**src/rtl/alu_arbiter.sv**
```systemverilog
// Round-robin arbiter that shares one combinational ALU between two requesters.
// Each requester gets a one-entry registered response buffer.

module alu_arbiter_rsp_buf #(
  parameter int XLEN = 32
) (
  input  logic            clk,
  input  logic            rst,
  input  logic            grant,
  input  logic [XLEN-1:0] alu_result,
  input  logic            alu_zero,
  input  logic            rsp_ready,
  output logic            rsp_valid,
  output logic [XLEN-1:0] rsp_result,
  output logic            rsp_zero
);
  always_ff @(posedge clk) begin
    if (rst) begin
      rsp_valid  <= 1'b0;
      rsp_result <= '0;
      rsp_zero   <= 1'b0;
    end else if (grant) begin
      rsp_valid  <= 1'b1;
      rsp_result <= alu_result;
      rsp_zero   <= alu_zero;
    end else if (rsp_valid && rsp_ready) begin
      rsp_valid  <= 1'b0;
    end
  end
endmodule

module alu_arbiter #(
  parameter int XLEN      = 32,
  parameter int PRIO_INIT = 0,
  parameter int STALL_W   = 16
) (
  input  logic               clk,
  input  logic               rst,
  input  logic               req0_valid,
  output logic               req0_ready,
  input  logic [XLEN-1:0]    req0_op1,
  input  logic [XLEN-1:0]    req0_op2,
  input  logic [3:0]         req0_alu_ctrl,
  input  logic               req0_branch,
  output logic               rsp0_valid,
  input  logic               rsp0_ready,
  output logic [XLEN-1:0]    rsp0_result,
  output logic               rsp0_zero,
  input  logic               req1_valid,
  output logic               req1_ready,
  input  logic [XLEN-1:0]    req1_op1,
  input  logic [XLEN-1:0]    req1_op2,
  input  logic [3:0]         req1_alu_ctrl,
  input  logic               req1_branch,
  output logic               rsp1_valid,
  input  logic               rsp1_ready,
  output logic [XLEN-1:0]    rsp1_result,
  output logic               rsp1_zero,
  output logic [XLEN-1:0]    alu_op1,
  output logic [XLEN-1:0]    alu_op2,
  output logic [3:0]         alu_ctrl,
  output logic               alu_branch,
  input  logic [XLEN-1:0]    alu_result,
  input  logic               alu_zero,
  output logic [STALL_W-1:0] stall_cnt
);
  localparam int N = 2;

  logic [N-1:0]           req_valid, req_branch, rsp_valid, rsp_ready, rsp_zero;
  logic [N-1:0][XLEN-1:0] req_op1, req_op2, rsp_result;
  logic [N-1:0][3:0]      req_ctrl;
  logic [N-1:0]           elig, grant;
  logic                   last;
  logic                   stall;

  assign req_valid  = {req1_valid, req0_valid};
  assign req_branch = {req1_branch, req0_branch};
  assign req_op1    = {req1_op1, req0_op1};
  assign req_op2    = {req1_op2, req0_op2};
  assign req_ctrl   = {req1_alu_ctrl, req0_alu_ctrl};
  assign rsp_ready  = {rsp1_ready, rsp0_ready};

  // A full buffer that drains this cycle can accept a refill in the same cycle.
  assign elig = req_valid & (~rsp_valid | rsp_ready);

  always_comb begin
    grant = '0;
    if (!rst) begin
      if (&elig) grant[~last] = 1'b1;
      else       grant = elig;
    end
  end

  assign req0_ready = grant[0];
  assign req1_ready = grant[1];

  always_comb begin
    alu_op1    = '0;
    alu_op2    = '0;
    alu_ctrl   = '0;
    alu_branch = 1'b0;
    for (int i = 0; i < N; i++) begin
      if (grant[i]) begin
        alu_op1    = req_op1[i];
        alu_op2    = req_op2[i];
        alu_ctrl   = req_ctrl[i];
        alu_branch = req_branch[i];
      end
    end
  end

  // Pointer resets to the non-preferred index so PRIO_INIT wins the first tie.
  always_ff @(posedge clk) begin
    if (rst)        last <= (PRIO_INIT == 0);
    else if (|grant) last <= grant[1];
  end

  assign stall = |(elig & ~grant);

  always_ff @(posedge clk) begin
    if (rst)                           stall_cnt <= '0;
    else if (stall && stall_cnt != '1) stall_cnt <= stall_cnt + 1'b1;
  end

  for (genvar g = 0; g < N; g++) begin : g_rsp
    alu_arbiter_rsp_buf #(.XLEN(XLEN)) u_buf (
      .clk        (clk),
      .rst        (rst),
      .grant      (grant[g]),
      .alu_result (alu_result),
      .alu_zero   (alu_zero),
      .rsp_ready  (rsp_ready[g]),
      .rsp_valid  (rsp_valid[g]),
      .rsp_result (rsp_result[g]),
      .rsp_zero   (rsp_zero[g])
    );
  end

  assign rsp0_valid  = rsp_valid[0];
  assign rsp1_valid  = rsp_valid[1];
  assign rsp0_result = rsp_result[0];
  assign rsp1_result = rsp_result[1];
  assign rsp0_zero   = rsp_zero[0];
  assign rsp1_zero   = rsp_zero[1];
endmodule

```
**config.mk**
```make
export PLATFORM = sky130hd
export DESIGN_NAME = alu_arbiter
export DESIGN_NICKNAME = d
export VERILOG_FILES = /design/src/rtl/alu_arbiter.sv
export SDC_FILE = /design/constraint.sdc
export NUM_CORES = 1
export LEC_CHECK = 0
export BUFFER_PORTS_ARGS = -buffer_cell sky130_fd_sc_hd__buf_2
export CAP_MARGIN = 20
export CORE_AREA = 10 10 119 121
export CTS_CLUSTER_DIAMETER = 50
export DETAILED_ROUTE_END_ITERATION = 8
export DIE_AREA = 0 0 129 131
export GPL_TIMING_DRIVEN = 0
export PLACE_DENSITY = 0.82
export SLEW_MARGIN = 20
export SYNTH_ARGS = -nofsm -noshare
export SYNTH_HDL_FRONTEND = slang
export SYNTH_SLANG_ARGS = --single-unit
```
**constraint.sdc**
```tcl
create_clock -name clk -period 3.1 [get_ports clk]
set_input_delay 0.465 -clock clk [delete_from_list [all_inputs] [get_ports clk]]
set_output_delay 0.465 -clock clk [all_outputs]
set_load 0.05 [all_outputs]
```
[Yosys cells after proc, flatten, opt, wreduce, memory -nomap -nowiden]
Cells that the tools add are included.
W data, S select, Z words.
Storage, ports and cells
  flip-flop bits (word level): 85
  input bits: 177
Operators by class
  add/subtract/negate cells: 1
  magnitude comparators: 2
  equal/unequal tests: 1
  muxes and demuxes: 16
  bitwise logic cells: 6
  reduce and logical (&&, ||, !) cells: 9
Operators with widths (number)
  $mux W32: 4
  $add A16 B1 Y16 const B: 1
  $ne A16 B16 Y1 const B: 1
  $mux W4: 2
  $mux W1: 7
  $and A2 B2 Y2: 2
  $logic_and A1 B1 Y1: 4
  $mux W2: 2
  $not A2 Y2: 2
  $reduce_bool A2 Y1: 2
  $reduce_or A2 Y1: 2
  $lt A1 B2 Y1 const B: 1
  $or A2 B2 Y2: 1
  $reduce_and A2 Y1: 1
  $demux W1 S1: 1
  $ge A1 B1 Y1 const B: 1
  $not A1 Y1: 1

[Depth between registers and ports, before layout]
Gate-level depths: netlist of the first run.
  word-level depth: 11
  mapped depth: 9

[Hierarchy]
A second synthesis of the first run with hierarchy kept.
Second synthesis, totals
  cells, all modules: 411
  area, all modules: 3997.6 sq um
By module, submodules not included
  alu_arbiter_rsp_buf: times used 2, cells each 111, area each 1238.7 sq um
  alu_arbiter: times used 1, cells each 189, area each 1520.2 sq um

[Worst setup path after synthesis of the first run]
OpenSTA, ideal clock, no wires.
  path type: flip-flop to output port
  from: register g_rsp[1].u_buf.rsp_valid
  to: output port alu_op1[22]
  arrival: 2.204 ns
  required time: 2.635 ns
  path slack: 0.431 ns
  stages on the path, launching flop included: 8
  buffers on the path: 2
  cell sequence: dfxtp_1 > nand2b_1 > buf_2 > nand2_1 > o21ai_2 > nor2_1 > buf_2 > a22o_1
On the way
  longest elaborated chain between the ends: 8
RTL lines
  start, declared: RTL line 13  | output logic rsp_valid,
  start signal, assigned: RTL line 19  | rsp_valid <= 1'b0;
  start signal, assigned: RTL line 23  | rsp_valid <= 1'b1;
  start signal, assigned: RTL line 27  | rsp_valid <= 1'b0;
  $not A2 Y2: RTL line 84  | assign elig = req_valid & (~rsp_valid | rsp_ready);
  $or A2 B2 Y2: RTL line 84
  $and A2 B2 Y2: RTL line 84
  $reduce_and A2 Y1: RTL line 89  | if (&elig) grant[~last] = 1'b1;
  $mux W2: RTL line 89
  $mux W2: RTL line 88  | if (!rst) begin
  net req0_ready: RTL line 40  | output logic req0_ready,
  $mux W32 (2 in a row): RTL line 103  | if (grant[i]) begin
  end, declared: RTL line 59  | output logic [XLEN-1:0] alu_op1,
The timed path passes the listed nets, and every way through them passes these cells.

[Final worst setup path of the first run]
  from: register g_rsp[1].u_buf.rsp_valid
  to: output port alu_op2[23]
On the way
  longest elaborated chain between the ends: 8
RTL lines
  $not A2 Y2 *: RTL line 84
  $or A2 B2 Y2 *: RTL line 84
  $and A2 B2 Y2 *: RTL line 84
  $reduce_and A2 Y1: RTL line 89
  $mux W2 *: RTL line 89
  $mux W2 *: RTL line 88
  $mux W32: RTL line 103
  $mux W32 *: RTL line 103
  end, declared: RTL line 60  | output logic [XLEN-1:0] alu_op2,
Mark *: on every way between the ends. The rest lies on a longest branch, timed or not.

==> reports/qor.yml, run 1 <==
global_routing:
  grt.overflow.total: 0
  groute.layer.met3.usage_pct: 10.31
  grt_first_pass_wirelength_um: 29170
  maximum_number_of_pins_on_one_net_before_global_route_repair: 14
  antenna_found_initial: 3
  grt_pass1_vias: 5060
  grt_usage_pct: 22.63
  global_routing_met1_resource_utilization_pct: 23.12
  top_usage_layer: "met2"
  grt_use_met2_pct: 40.08
cells_and_area:
  n_fill_cell: 1147
  commonest_non_fill_non_tap_cell_in_the_layout: "sky130_fd_sc_hd__buf_2"
  layout-area-overhead-vs-synth_pct: 53.47
  finalNetCount: 1003
  final_layout_size_suffix_gt1_share_pct: 46.02
  post-route-cell-area_um2: 6252
  layout.cells.non_filler: 980
  final_cell_mix: "349 x sky130_fd_sc_hd__buf_2, 103 x sky130_fd_sc_hd__nand2_1, 85 x sky130_fd_sc_hd__dfxtp_1, 69 x sky130_fd_sc_hd__a22o_1, 38 x sky130_fd_sc_hd__a21oi_1"
  multi_input_area_um2: 2168
  register_area_um2: 1702
worst_setup_path:
  rrSetupSlack_ps: 1170
  critPathKind: "reg2out"
  timing.critical_path.to: "alu_op2[23]"
  r2r.worst_path.cells: 6
  setup.worst_path.start_class: "register"
  worst-endpoint-arrival_ps: 2440
  crit_path_start: "g_rsp[1].u_buf.rsp_valid$_SDFFE_PP0P_"
  path_max_fanout: 10
  reg2reg_to: "stall_cnt[7]$_SDFFE_PP0P_"
  end_kind: "output port"
  worstReg2RegStart: "stall_cnt[0]$_SDFFE_PP0P_"
  worst_ep_required_time_ps: 2630
route:
  drt_iter0_markers: 313
  finalWirelength_um: 20540
  route.detailed.drc: 0
  antenna_left: 0
  detail_route.first_pass.iterations: 4
  detail_route.wl_per_cell_um: 20.95
  vias: 5044
  routed_via_density: 5.147
sta:
  clock_skew_ps: 5.524
  max_clock_freq_mhz: 344.5
  hold_slack_ps: 340.0
  final_max_slew_viol_count: 0
  count_of_endpoints_failing_setup_in_the_final_report: 0
  setup_tns_ps: 0
  grt_setup_unrepaired: "no"
  period_share_pct: 93.64
  timing_worst_slew_pin_value_ps: 558.3
  finalCriticalPeriod_ps: 2903
  maxSlewHeadroom_pct: 62.78
  hold_viol_final: 0
floorplan:
  floorplan.initialDensity_pct: 34.49
  ioPinCount: 332
  floorplan.core_area_um2: 11810
  die-height_um: 131
  fp-row-count: 40
  design.die.area_um2: 16900
  dieWidth_um: 129
clock_tree:
  ctsRootBufferMaster: "sky130_fd_sc_hd__clkbuf_16"
  clock_tree.buffer_depth: 2
  cts_num_sinks: 85
  tritoncts.num_buffers: 9
  clkTransAtPathRegs_ps: 60
  tritoncts: "built"
  htree_num_levels: 3
  clock_latency_ps: 340
flow_run:
  maxCapViolCount: 0
synthesis:
  seq_area_frac_synth_pct: 41.77
  synth.net_count: 661
  ys_ff_latch: 85
  syn-cell-area_um2: 4074
  syn_avg_cell_area_um2: 8.435
  yosysWarnings: 0
  postSynthCellCount: 483
  number_of_distinct_library_cells_after_synthesis: 40
pwr:
  power.static_leakage_nw: 3.206
  power.switching_fraction_pct: 35.72
  p_sw_mw: 1.219
  pwr-share-comb_pct: 30.6
  power.density_cell_area_nw_per_um2: 545.7
  clockPowerShare_pct: 34.4
  power.share.sequential_pct: 35.0
  report.power.total_mw: 3.412
  power.ir.vdd_worst_uv: 277.4
  power_report.internal_total_mw: 2.193
run_status:
  status: "completed"
placed_design:
  placement.cell_area_um2: 5914
  port_buffers: 331
  place_congestion: 0.8974
  dp.final_hpwl_um: 16980
  placed_instances: 961
worst_hold_path:
  hold_start: "alu_result[26]"
  holdCritPathClass: "in2reg"
state kept, by name (all words and copies together) (netlist names):
name and cells:
g_rsp.u_buf.rsp_result 64, g_rsp.u_buf.rsp_valid 2, last 1, g_rsp.u_buf.rsp_zero 2, stall_cnt 16
worst min-delay path by stage:
| stage | to | slack [ps] | cells after the start |
|---|---|---|---|
| final | g_rsp[1].u_buf.rsp_result[26]$_SDFFE_PP0P_ | 340 | 3 |
| after global routing | g_rsp[1].u_buf.rsp_result[4]$_SDFFE_PP0P_ | 340 | 3 |
| after CTS | g_rsp[1].u_buf.rsp_result[28]$_SDFFE_PP0P_ | 330 | 3 |
| after detailed placement | g_rsp[0].u_buf.rsp_result[24]$_SDFFE_PP0N_ | 450 | 2 |
| after global placement | g_rsp[0].u_buf.rsp_result[5]$_SDFFE_PP0N_ | 440 | 2 |
| after floorplan | last$_SDFFE_PP1P_ | 510 | 2 |
synth_stat cells:
| library cell | n | area [um^2] |
|---|---|---|
| sky130_fd_sc_hd__a211oi_2 | 1 | 12.51 |
| sky130_fd_sc_hd__a21o_1 | 1 | 7.510 |
| sky130_fd_sc_hd__a21oi_1 | 38 | 190.2 |
| sky130_fd_sc_hd__a22o_1 | 69 | 604.3 |
| sky130_fd_sc_hd__a22oi_4 | 1 | 21.27 |
| sky130_fd_sc_hd__a31oi_1 | 1 | 6.260 |
| sky130_fd_sc_hd__a41oi_4 | 1 | 27.53 |
| sky130_fd_sc_hd__and2_1 | 3 | 18.77 |
| sky130_fd_sc_hd__and3_1 | 3 | 18.77 |
| sky130_fd_sc_hd__and4_1 | 4 | 35.03 |
| sky130_fd_sc_hd__and4_4 | 1 | 11.26 |
| sky130_fd_sc_hd__and4bb_4 | 1 | 16.27 |
| sky130_fd_sc_hd__buf_1 | 2 | 7.510 |
| sky130_fd_sc_hd__buf_2 | 18 | 90.09 |
| sky130_fd_sc_hd__buf_4 | 6 | 45.04 |
| sky130_fd_sc_hd__clkbuf_1 | 14 | 52.55 |
| sky130_fd_sc_hd__dfxtp_1 | 85 | 1702 |
| sky130_fd_sc_hd__ha_1 | 1 | 12.51 |
| sky130_fd_sc_hd__inv_1 | 3 | 11.26 |
| sky130_fd_sc_hd__mux2_1 | 2 | 22.52 |
| sky130_fd_sc_hd__mux2_4 | 2 | 30.03 |
| sky130_fd_sc_hd__nand2_1 | 103 | 386.6 |
| sky130_fd_sc_hd__nand2b_1 | 34 | 212.7 |
| sky130_fd_sc_hd__nand2b_4 | 1 | 13.76 |
| sky130_fd_sc_hd__nand3_1 | 3 | 15.01 |
| sky130_fd_sc_hd__nand4_1 | 7 | 43.79 |
| sky130_fd_sc_hd__nor2_1 | 15 | 56.30 |
| sky130_fd_sc_hd__nor2b_1 | 4 | 25.02 |
| sky130_fd_sc_hd__nor3_1 | 2 | 10.01 |
| sky130_fd_sc_hd__nor3_4 | 1 | 16.27 |
| sky130_fd_sc_hd__nor4_1 | 4 | 25.02 |
| sky130_fd_sc_hd__nor4b_2 | 2 | 30.03 |
| sky130_fd_sc_hd__o211ai_1 | 1 | 7.510 |
| sky130_fd_sc_hd__o21a_1 | 1 | 7.510 |
| sky130_fd_sc_hd__o21ai_0 | 3 | 15.01 |
| sky130_fd_sc_hd__o21ai_1 | 33 | 165.2 |
| sky130_fd_sc_hd__o21ai_2 | 1 | 8.760 |
| sky130_fd_sc_hd__o31ai_1 | 1 | 7.510 |
| sky130_fd_sc_hd__or3_1 | 1 | 6.260 |
| sky130_fd_sc_hd__xnor2_1 | 9 | 78.83 |
critical path, stage by stage (launching register included):
cell and delay, ps:
sky130_fd_sc_hd__dfxtp_1 360, sky130_fd_sc_hd__nand2b_1 60, sky130_fd_sc_hd__buf_2 180, sky130_fd_sc_hd__nand2_1 150, sky130_fd_sc_hd__o21ai_2 160, sky130_fd_sc_hd__nor2_2 340, sky130_fd_sc_hd__buf_2 310, sky130_fd_sc_hd__a22o_1 230
sky130_fd_sc_hd__buf_2 300
area by class of cell:
cell class | instances | share of cell area (%)
plain buffers | 40 | 3.122
diodes | 3 | 0.1201
multi-input cells | 355 | 34.68
repair buffers | 331 | 26.50
inverters | 3 | 0.1801
clock inverters | 3 | 1.081
well taps | 147 | 2.942
clock buffers | 13 | 4.163
flip-flops and latches | 85 | 27.22
per-layer routing:
layer	wire, um	part of all wire, %
met2	10480	51
met1	7258	35
met5	0	0
met4	582	2.8
met3	2216	11
through the flow:
stage	worst slack, ps	util (%)
floorplan	431.4	-
global placement	39.15	50.07
detailed placement	86.00	50.07
CTS	162.5	52.87
global route	57.11	52.93
finish	197.3	52.93
power by group through the flow:
stage,logic (mW),registers (mW),clock network (mW)
after CTS,1.05,1.19,1.20
final,1.04,1.19,1.17
after floorplan,0.481,1.44,0
after global routing,1.11,1.20,1.24
after detailed placement,1.05,1.22,0
after global placement,1.04,1.21,0
what timing repair did:
action / in CTS / in global routing
resized for setup: 1 / 0
setup buffers: 0 / 0
setup endpoints to repair: 1 / 0
endpoints found under the hold margin: 0 / 0
hold buffers: 0 / 0
kinds of logic after synthesis:
kind of cell    count (synthesis)  share of synthesized area [%]
fa+ha+maj                       1                         0.3071
xor+xnor                        9                          1.935
mux                             4                          1.290
flops                          85                          41.77
compound gates                152                          26.54
buf+inv                        43                          5.068
simple gates                  189                          23.10
(Power assumes the default switching activity.)
==> run 2: changes to the inputs <==
Settings changed: ABC_AREA set to 1, REMOVE_ABC_BUFFERS set to 1.
==> run 2 against run 1 <==
  * Wire length decreased by 4.2%
  * Sequential share of layout area increased by 0.57 points
  * Synthesized cell count increased by 12%
  * Power decreased by 1.9%
  * Worst setup slack improved by 44 ps
  * Cell count increased by 2.1%
  * Die area unchanged
  * Sequential power about the same
  * Sequential cell count unchanged
  * Critical path type unchanged
  * Critical endpoint is now alu_op2[16]
  * Largest cell class unchanged
==> reports/qor.yml, run 2 <==
global_routing:
  grt_usage_pct: 21.21  # -1.4 points
  grt_pass1_vias: 4848  # -4.2%
  grt_first_pass_wirelength_um: 27740  # -4.9%
  maximum_number_of_pins_on_one_net_before_global_route_repair: 75  # +61
  grt.overflow.total: 0  # unchanged
  antenna_found_initial: 9  # +6
placed_design:
  port_buffers: 331  # unchanged
  place_congestion: 0.9304  # +3.7%
  dp.final_hpwl_um: 15800  # -7.0%
  place_worst_setup_slack_ps: 75.50  # -10.51 ps
clock_tree:
  tritoncts: "built"
  cts_resized: 0  # -1
  htree_num_levels: 3  # unchanged
  cts_num_sinks: 85  # unchanged
  cts_hold_repair.buffers: 0  # unchanged
  ctsRootBufferMaster: "sky130_fd_sc_hd__clkbuf_16"
  clock_tree.buffer_depth: 2  # unchanged
  post-cts-setup-buffer-count: 0  # unchanged
  tritoncts.num_buffers: 9  # unchanged
  clkTransAtPathRegs_ps: 60  # about the same
  clock_latency_ps: 340  # about the same
worst_setup_path:
  max_stage_delay_ps: 360  # about the same
  crit_path_cell_trace: "nand2_1 -> nand2_2 -> nor2_4 -> nand2_4 -> inv_8 -> buf_12 -> a22o_1 -> buf_2"
  slowest_stage: "sky130_fd_sc_hd__inv_8"
  worst-path-stages: 8  # unchanged
  r2r.worst_path.cells: 9  # +3
  setup.worst_path.start_class: "register"
  end_kind: "output port"
  worst-endpoint-arrival_ps: 2390  # -50 ps
  worst_ep_required_time_ps: 2630  # about the same
  critical_path_buf_inv_count: 3  # unchanged
  critPathTopFamily: "buffers and inverters"
  path_max_fanout: 55  # +45
  critPathKind: "reg2out"
cells_and_area:
  largest-register: "g_rsp.u_buf.rsp_result"
  final_cell_mix: "331 x sky130_fd_sc_hd__buf_2, 116 x sky130_fd_sc_hd__nand2_1, 85 x sky130_fd_sc_hd__dfxtp_1, 84 x sky130_fd_sc_hd__nor2_1, 69 x sky130_fd_sc_hd__a22o_1"
  commonest_non_fill_non_tap_cell_in_the_layout: "sky130_fd_sc_hd__buf_2"
  layout-area-overhead-vs-synth_pct: 50.34
  final_layout_size_suffix_gt1_share_pct: 43.66  # -2.4 points
  n_fill_cell: 1175  # +2.4%
  post-route-util_pct: 51.85  # -1.1 points
  layout_top_registers: "g_rsp.u_buf.rsp_result: 64 flops, stall_cnt: 16 flops"
  register_area_um2: 1702  # unchanged
  largest_register_ff_count: 64  # unchanged
  finalNetCount: 1025  # +2.2%
  multi_input_area_um2: 2127  # -1.9%
route:
  finalWirelength_um: 19670  # -4.2%
  antenna_left: 0  # unchanged
  route.detailed.drc: 0  # unchanged
  detail_route.wl_per_cell_um: 19.65  # -6.2%
  routed_via_density: 5.097  # -0.97%
  vias: 5102  # +1.1%
  detail_route.first_pass.iterations: 5  # +1
  drt_iter0_markers: 297  # -5.1%
pwr:
  pwr-share-comb_pct: 30.8  # +0.2 points
  power.switching_fraction_pct: 37.74  # +2.0 points
  power.static_leakage_nw: 3.315  # +3.4%
  power_report.internal_total_mw: 2.083  # -5.0%
  p_sw_mw: 1.263  # +3.6%
  power.ir.vdd_worst_uv: 323.9  # +17%
  power.density_cell_area_nw_per_um2: 546.3  # +0.11%
  clockPowerShare_pct: 33.4  # -1.0 points
  power.share.sequential_pct: 35.7  # +0.7 points
  report.power.total_mw: 3.346  # -1.9%
floorplan:
  fp-row-count: 40  # unchanged
  floorplan.core_area_um2: 11810  # unchanged
  dieWidth_um: 129  # unchanged
  ioPinCount: 332  # unchanged
  die-height_um: 131  # unchanged
  floorplan.initialDensity_pct: 34.49  # unchanged
  design.die.area_um2: 16900  # unchanged
synthesis:
  number_of_enable_flip_flop_cells_after_synthesis: 0  # unchanged
  yosys.area.top_type: "sky130_fd_sc_hd__dfxtp_1"
  syn-cell-area_um2: 4074  # unchanged
  synth.top_cell.area_share_pct: 41.77  # unchanged
  number_of_distinct_library_cells_after_synthesis: 25  # -38%
  postSynthCellCount: 542  # +12%
  post_synth_most_frequent_cells: "117 x sky130_fd_sc_hd__nand2_1, 85 x sky130_fd_sc_hd__dfxtp_1, 84 x sky130_fd_sc_hd__nor2_1, 69 x sky130_fd_sc_hd__a22o_1, 55 x sky130_fd_sc_hd__nand3_1"
  yosysMostFrequentCell: "sky130_fd_sc_hd__nand2_1"
  ys_dominant_reg_cell: "sky130_fd_sc_hd__dfxtp_1"
  ys_ff_latch: 85  # unchanged
  synthArstFlopShare_pct: 0  # unchanged
  netlist_top_cells_area: "sky130_fd_sc_hd__dfxtp_1 42%, sky130_fd_sc_hd__a22o_1 15%, sky130_fd_sc_hd__nand2_1 11%, sky130_fd_sc_hd__nor2_1 7.7%, sky130_fd_sc_hd__nand3_1 6.8%"
  yosysWarnings: 0  # unchanged
  syn_avg_cell_area_um2: 7.516  # -11%
  seq_area_frac_synth_pct: 41.77  # unchanged
worst_hold_path:
  holdCritPathClass: "in2reg"
  hold_depth: 3  # unchanged
sta:
  hold_viol_final: 0  # unchanged
  finalWorstSetupSlack_ps: 241.1  # +43.84 ps
  final_max_slew_viol_count: 0  # unchanged
  grt_setup_unrepaired: "no"
  period_share_pct: 92.22  # -1.4 points
  count_of_endpoints_failing_setup_in_the_final_report: 0  # unchanged
  maxSlewHeadroom_pct: 55.55  # -7.2 points
  clock_skew_ps: 4.536  # -0.9887 ps
  timing_worst_slew_pin_value_ps: 664.4  # +106.0 ps
  finalCriticalPeriod_ps: 2859  # -43.84 ps
  max_clock_freq_mhz: 349.8  # +1.5%
flow_run:
  maxCapViolCount: 0  # unchanged
run_status:
  status: "completed"
run 2: power groups by stage:
stage | clock network, mW | logic, mW | registers, mW
after global routing | 1.18 | 1.10 | 1.20
after global placement | 0 | 1.02 | 1.21
after CTS | 1.14 | 1.04 | 1.19
final | 1.12 | 1.03 | 1.20
after detailed placement | 0 | 1.03 | 1.22
after floorplan | 0 | 0.461 | 1.45
run 2: metrics by stage:
step	hold WS (ps)	setup TNS [ps]	area (um^2)	std cells
3_3_place_gp	441.4	-39750	5731	980
4_1_cts	321.4	0	6112	999
6_report	333.4	0	6125	1001
3_5_place_dp	452.7	0	5804	983
5_1_grt	333.7	0	6122	1000
2_1_floorplan	484.9	-2019	3890	502
run 2: cell families (layout without fill, tap and decap cells):
logic type	count (synthesis)	after routing	synth area share (%)
and+or+nand+nor	268	268	27.86
AOI/OAI and AO/OA	125	125	22.70
DFF	85	85	41.77
buffers and inverters	57	367	6.081
xor gates and xnor gates	6	6	1.290
adders and majority gates	1	1	0.3071
other	0	2	0
run 2: final timing paths:
kind | start | to | slack (ps)
worst min register to register | g_rsp[1].u_buf.rsp_result[6]$_SDFFE_PP0P_ | g_rsp[1].u_buf.rsp_result[6]$_SDFFE_PP0P_ | 460
worst max-delay path | g_rsp[1].u_buf.rsp_valid$_SDFFE_PP0P_ | alu_op2[16] | 240
worst max register to register | g_rsp[1].u_buf.rsp_valid$_SDFFE_PP0P_ | stall_cnt[4]$_SDFFE_PP0P_ | 1100
worst min-delay path | alu_result[7] | g_rsp[1].u_buf.rsp_result[7]$_SDFFE_PP0P_ | 330
run 2: layer usage:
layer / up-vias / share of wire (%) / GRT usage (%)
li1: 2463 / - / -
met1: 2314 / 36 / 24.43
met2: 278 / 47 / 33.86
met3: 35 / 14 / 10.60
met4: 12 / 2.0 / 6.622
met5: - / 0.35 / 0
run 2: worst min-delay path, delay by kind of cell:
family	cells	cell delay (ps)
buffers and inverters	1	80
and+or+nand+nor	2	90
run 2: final cells by class:
type,instances,share of cell area (%)
well taps,147,3.003
repair buffers,334,28.15
multi-input cells,400,34.73
clock inverters,6,1.124
inverters,17,1.226
flip-flops and latches,85,27.78
diodes,2,0.08172
clock buffers,10,3.902
==> run 3: changes to the inputs <==
Settings changed: CORE_AREA 10 10 119 121 to 10 10 122 124, DIE_AREA 0 0 129 131 to 0 0 132 134, PLACE_DENSITY 0.82 to 0.79, SYNTH_HIERARCHICAL set to 1.
==> run 3 against run 2 <==
  * Non-clock buffer count decreased by 1
  * Clock power about the same
  * Global-route usage increased by 0.79 points
  * Wire length increased by 7.4%
  * Count of clock-buffer cells in the layout decreased by 1
  * Largest cell class unchanged
  * Die area increased by 4.7%
  * Power decreased by 1.4%
==> reports/qor.yml, run 3 <==
run_status:
  status: "completed"
route:
  route.detailed.drc: 0  # unchanged
  detail_route.wl_per_cell_um: 20.44  # +4.0%
  finalWirelength_um: 21130  # +7.4%
  antenna_left: 0  # unchanged
  vias: 5100  # -0.039%
  drt_iter0_markers: 344  # +16%
  routed_via_density: 4.932  # -3.2%
  detail_route.first_pass.iterations: 5  # unchanged
sta:
  max_clock_freq_mhz: 360.9  # +3.2%
  finalCriticalPeriod_ps: 2771  # -87.97 ps
  finalWorstSetupSlack_ps: 329.1  # +87.98 ps
  clock_skew_ps: 9.929  # +5.393 ps
  timing_worst_slew_pin_value_ps: 969.8  # +305.4 ps
  maxSlewHeadroom_pct: 35.27  # -20 points
  hold_viol_final: 0  # unchanged
  final_max_slew_viol_count: 0  # unchanged
  count_of_endpoints_failing_setup_in_the_final_report: 0  # unchanged
  grt_setup_unrepaired: "no"
  period_share_pct: 89.38  # -2.8 points
clock_tree:
  post-cts-setup-buffer-count: 0  # unchanged
  ctsRootBufferMaster: "sky130_fd_sc_hd__clkbuf_16"
  tritoncts.num_buffers: 9  # unchanged
  clock_latency_ps: 340  # about the same
  htree_num_levels: 3  # unchanged
  cts_num_sinks: 85  # unchanged
  clkTransAtPathRegs_ps: 70  # about the same
  clock_tree.buffer_depth: 2  # unchanged
  cts_resized: 0  # unchanged
  tritoncts: "built"
  cts_hold_repair.buffers: 0  # unchanged
global_routing:
  grt_first_pass_wirelength_um: 30440  # +9.7%
  maximum_number_of_pins_on_one_net_before_global_route_repair: 83  # +11%
  global_routing_met1_resource_utilization_pct: 25.58  # +1.2 points
  top_usage_layer: "met2"
  grt_usage_pct: 22.01  # +0.79 points
  groute.layer.met3.usage_pct: 6.572  # -4.0 points
  grt.overflow.total: 0  # unchanged
  grt_use_met2_pct: 38.74  # +4.9 points
  antenna_found_initial: 8  # -1
  grt_pass1_vias: 4853  # +0.10%
cells_and_area:
  largest-register: "g_rsp.u_buf/rsp_result"
  antenna_cells: 0  # -2
  final_cell_mix: "331 x sky130_fd_sc_hd__buf_2, 150 x sky130_fd_sc_hd__nor2_1, 85 x sky130_fd_sc_hd__dfxtp_1, 69 x sky130_fd_sc_hd__a22o_1, 67 x sky130_fd_sc_hd__o21ai_0"
  layout-area-overhead-vs-synth_pct: 48.16
  finalNetCount: 1035  # +0.98%
  layout_top_registers: "g_rsp.u_buf/rsp_result: 64 flops, stall_cnt: 16 flops"
  largest_register_ff_count: 64  # unchanged
  final_layout_size_suffix_gt1_share_pct: 43.04  # -0.62 points
  commonest_non_fill_non_tap_cell_in_the_layout: "sky130_fd_sc_hd__buf_2"
  post-route-cell-area_um2: 6158  # +0.55%
floorplan:
  design.die.area_um2: 17690  # +4.7%
  ioPinCount: 332  # unchanged
  floorplan.core_area_um2: 12470  # +5.5%
  fp-row-count: 41  # +2.5%
  floorplan.initialDensity_pct: 33.34  # -1.1 points
  dieWidth_um: 132  # +2.3%
  die-height_um: 134  # +2.3%
placed_design:
  place_congestion: 0.9823  # +5.6%
  placement.cell_area_um2: 5852  # +0.82%
  port_buffers: 331  # unchanged
  dp.final_hpwl_um: 16940  # +7.3%
  place_worst_setup_slack_ps: 315.9  # +240.4 ps
synthesis:
  yosys.area.top_type: "sky130_fd_sc_hd__dfxtp_1"
  syn-cell-area_um2: 4156  # +2.0%
  number_of_enable_flip_flop_cells_after_synthesis: 0  # unchanged
  ys_ff_latch: 85  # unchanged
  netlist_top_cells_area: "sky130_fd_sc_hd__dfxtp_1 41%, sky130_fd_sc_hd__a22o_1 15%, sky130_fd_sc_hd__nor2_1 14%, sky130_fd_sc_hd__o21ai_0 8.1%, sky130_fd_sc_hd__nand2_1 4.9%"
  post_synth_most_frequent_cells: "150 x sky130_fd_sc_hd__nor2_1, 85 x sky130_fd_sc_hd__dfxtp_1, 69 x sky130_fd_sc_hd__a22o_1, 67 x sky130_fd_sc_hd__o21ai_0, 54 x sky130_fd_sc_hd__nand2_1"
  yosysWarnings: 6  # +6
  seq_area_frac_synth_pct: 40.94  # -0.83 points
  number_of_distinct_library_cells_after_synthesis: 30  # +20%
  ys_dominant_reg_cell: "sky130_fd_sc_hd__dfxtp_1"
  yosysMostFrequentCell: "sky130_fd_sc_hd__nor2_1"
  synthArstFlopShare_pct: 0  # unchanged
  postSynthCellCount: 551  # +1.7%
  synth.top_cell.area_share_pct: 40.94  # -0.83 points
  syn_avg_cell_area_um2: 7.544  # +0.36%
worst_setup_path:
  worst_ep_required_time_ps: 2630  # about the same
  worst-endpoint-arrival_ps: 2310  # -80 ps
  setup.worst_path.start_class: "register"
  end_kind: "output port"
  path_max_fanout: 59  # +7.3%
  critPathKind: "reg2out"
flow_run:
  maxCapViolCount: 0  # unchanged
pwr:
  power.ir.vdd_worst_uv: 370.9  # +15%
  power.static_leakage_nw: 3.327  # +0.37%
  power.density_cell_area_nw_per_um2: 535.9  # -1.9%
worst_hold_path:
  holdCritPathClass: "in2reg"
==> run 3: cell types whose count changed after synthesis, moves of 2 or more <==
cell                       before  now
sky130_fd_sc_hd__clkbuf_4       0    6
sky130_fd_sc_hd__nor2_1        84  150
sky130_fd_sc_hd__buf_6          1    4
sky130_fd_sc_hd__clkbuf_1      20   15
sky130_fd_sc_hd__inv_2          2    5
sky130_fd_sc_hd__clkbuf_2       0    6
sky130_fd_sc_hd__buf_2         18    3
sky130_fd_sc_hd__o21ai_0       38   67
sky130_fd_sc_hd__nand2_1      117   54
sky130_fd_sc_hd__inv_1         14   18
sky130_fd_sc_hd__o21ai_1        0    2
sky130_fd_sc_hd__nand3_1       55   24
sky130_fd_sc_hd__buf_4          1    3
==> run 3: kinds of logic after synthesis <==
family	count (synthesis)	synth area share, %
simple gates	243	24.14
fa+ha+maj	1	0.3010
flops	85	40.94
buf+inv	61	7.585
xor+xnor	6	1.265
compound gates	155	25.77
==> run 3: routing by layer <==
metal  wire length, um  vias up  share of wire [%]
met1              8359     2365                 40
met2             10760      228                 51
li1                  -     2480                  -
met3              1750       23                8.3
met5                25        -               0.12
met4               233        4                1.1
==> run 3: cell type report <==
class / instances / area (um^2)
Tap cell: 172 / 215.2
Fill cell: 1279 / 6307
Sequential cell: 85 / 1702
Timing Repair Buffer: 333 / 1704
Clock buffer: 9 / 225.2
Multi-Input combinational cell: 405 / 2140
Inverter: 23 / 91.34
Clock inverter: 7 / 81.33
==> run 3: report_power, final <==
| group | total, mW | internal (mW) | leakage (nW) | switching, mW |
|---|---|---|---|---|
| Combinational | 1.01 | 0.259 | 2.48 | 0.748 |
| Clock | 1.10 | 0.637 | 0.152 | 0.461 |
| Sequential | 1.20 | 1.16 | 0.697 | 0.0367 |
| Total | 3.30 | 2.06 | 3.33 | 1.25 |
==> run 3: critical path, cell delays in order (launching register included) <==
cell and delay, ps:
sky130_fd_sc_hd__dfxtp_1 330, sky130_fd_sc_hd__nand2_1 90, sky130_fd_sc_hd__nand2_1 70, sky130_fd_sc_hd__nor2_1 80, sky130_fd_sc_hd__nand2_1 120, sky130_fd_sc_hd__inv_4 370
sky130_fd_sc_hd__buf_12 300, sky130_fd_sc_hd__a22o_1 250, sky130_fd_sc_hd__buf_2 330
==> run 3: stage by stage <==
step | utilization [%] | power (mW) | hold WS (ps) | cells | TNS (ps)
final | 49.40 | 3.300 | 365.5 | 1034 | 0
after global routing | 49.40 | 3.428 | 376.5 | 1034 | 0
after global placement | 46.52 | 2.212 | 465.3 | 1016 | -27180
after floorplan | - | 1.879 | 484.5 | 513 | 0
after CTS | 49.40 | 3.324 | 352.0 | 1034 | 0
after detailed placement | 46.94 | 2.229 | 476.5 | 1018 | 0
==> run 3: final timing paths <==
path                                          from                                         end  slack, ps  cells after the start
min reg2reg  g_rsp[1].u_buf/rsp_valid$_SDFFE_PP0P_       g_rsp[1].u_buf/rsp_valid$_SDFFE_PP0P_        480                      2
min                                 alu_result[28]  g_rsp[0].u_buf/rsp_result[28]$_SDFFE_PP0P_        370                      3
max reg2reg  g_rsp[0].u_buf/rsp_valid$_SDFFE_PP0P_  g_rsp[0].u_buf/rsp_result[15]$_SDFFE_PP0P_       1070                      9
max          g_rsp[1].u_buf/rsp_valid$_SDFFE_PP0P_                                 alu_op2[28]        330                      8
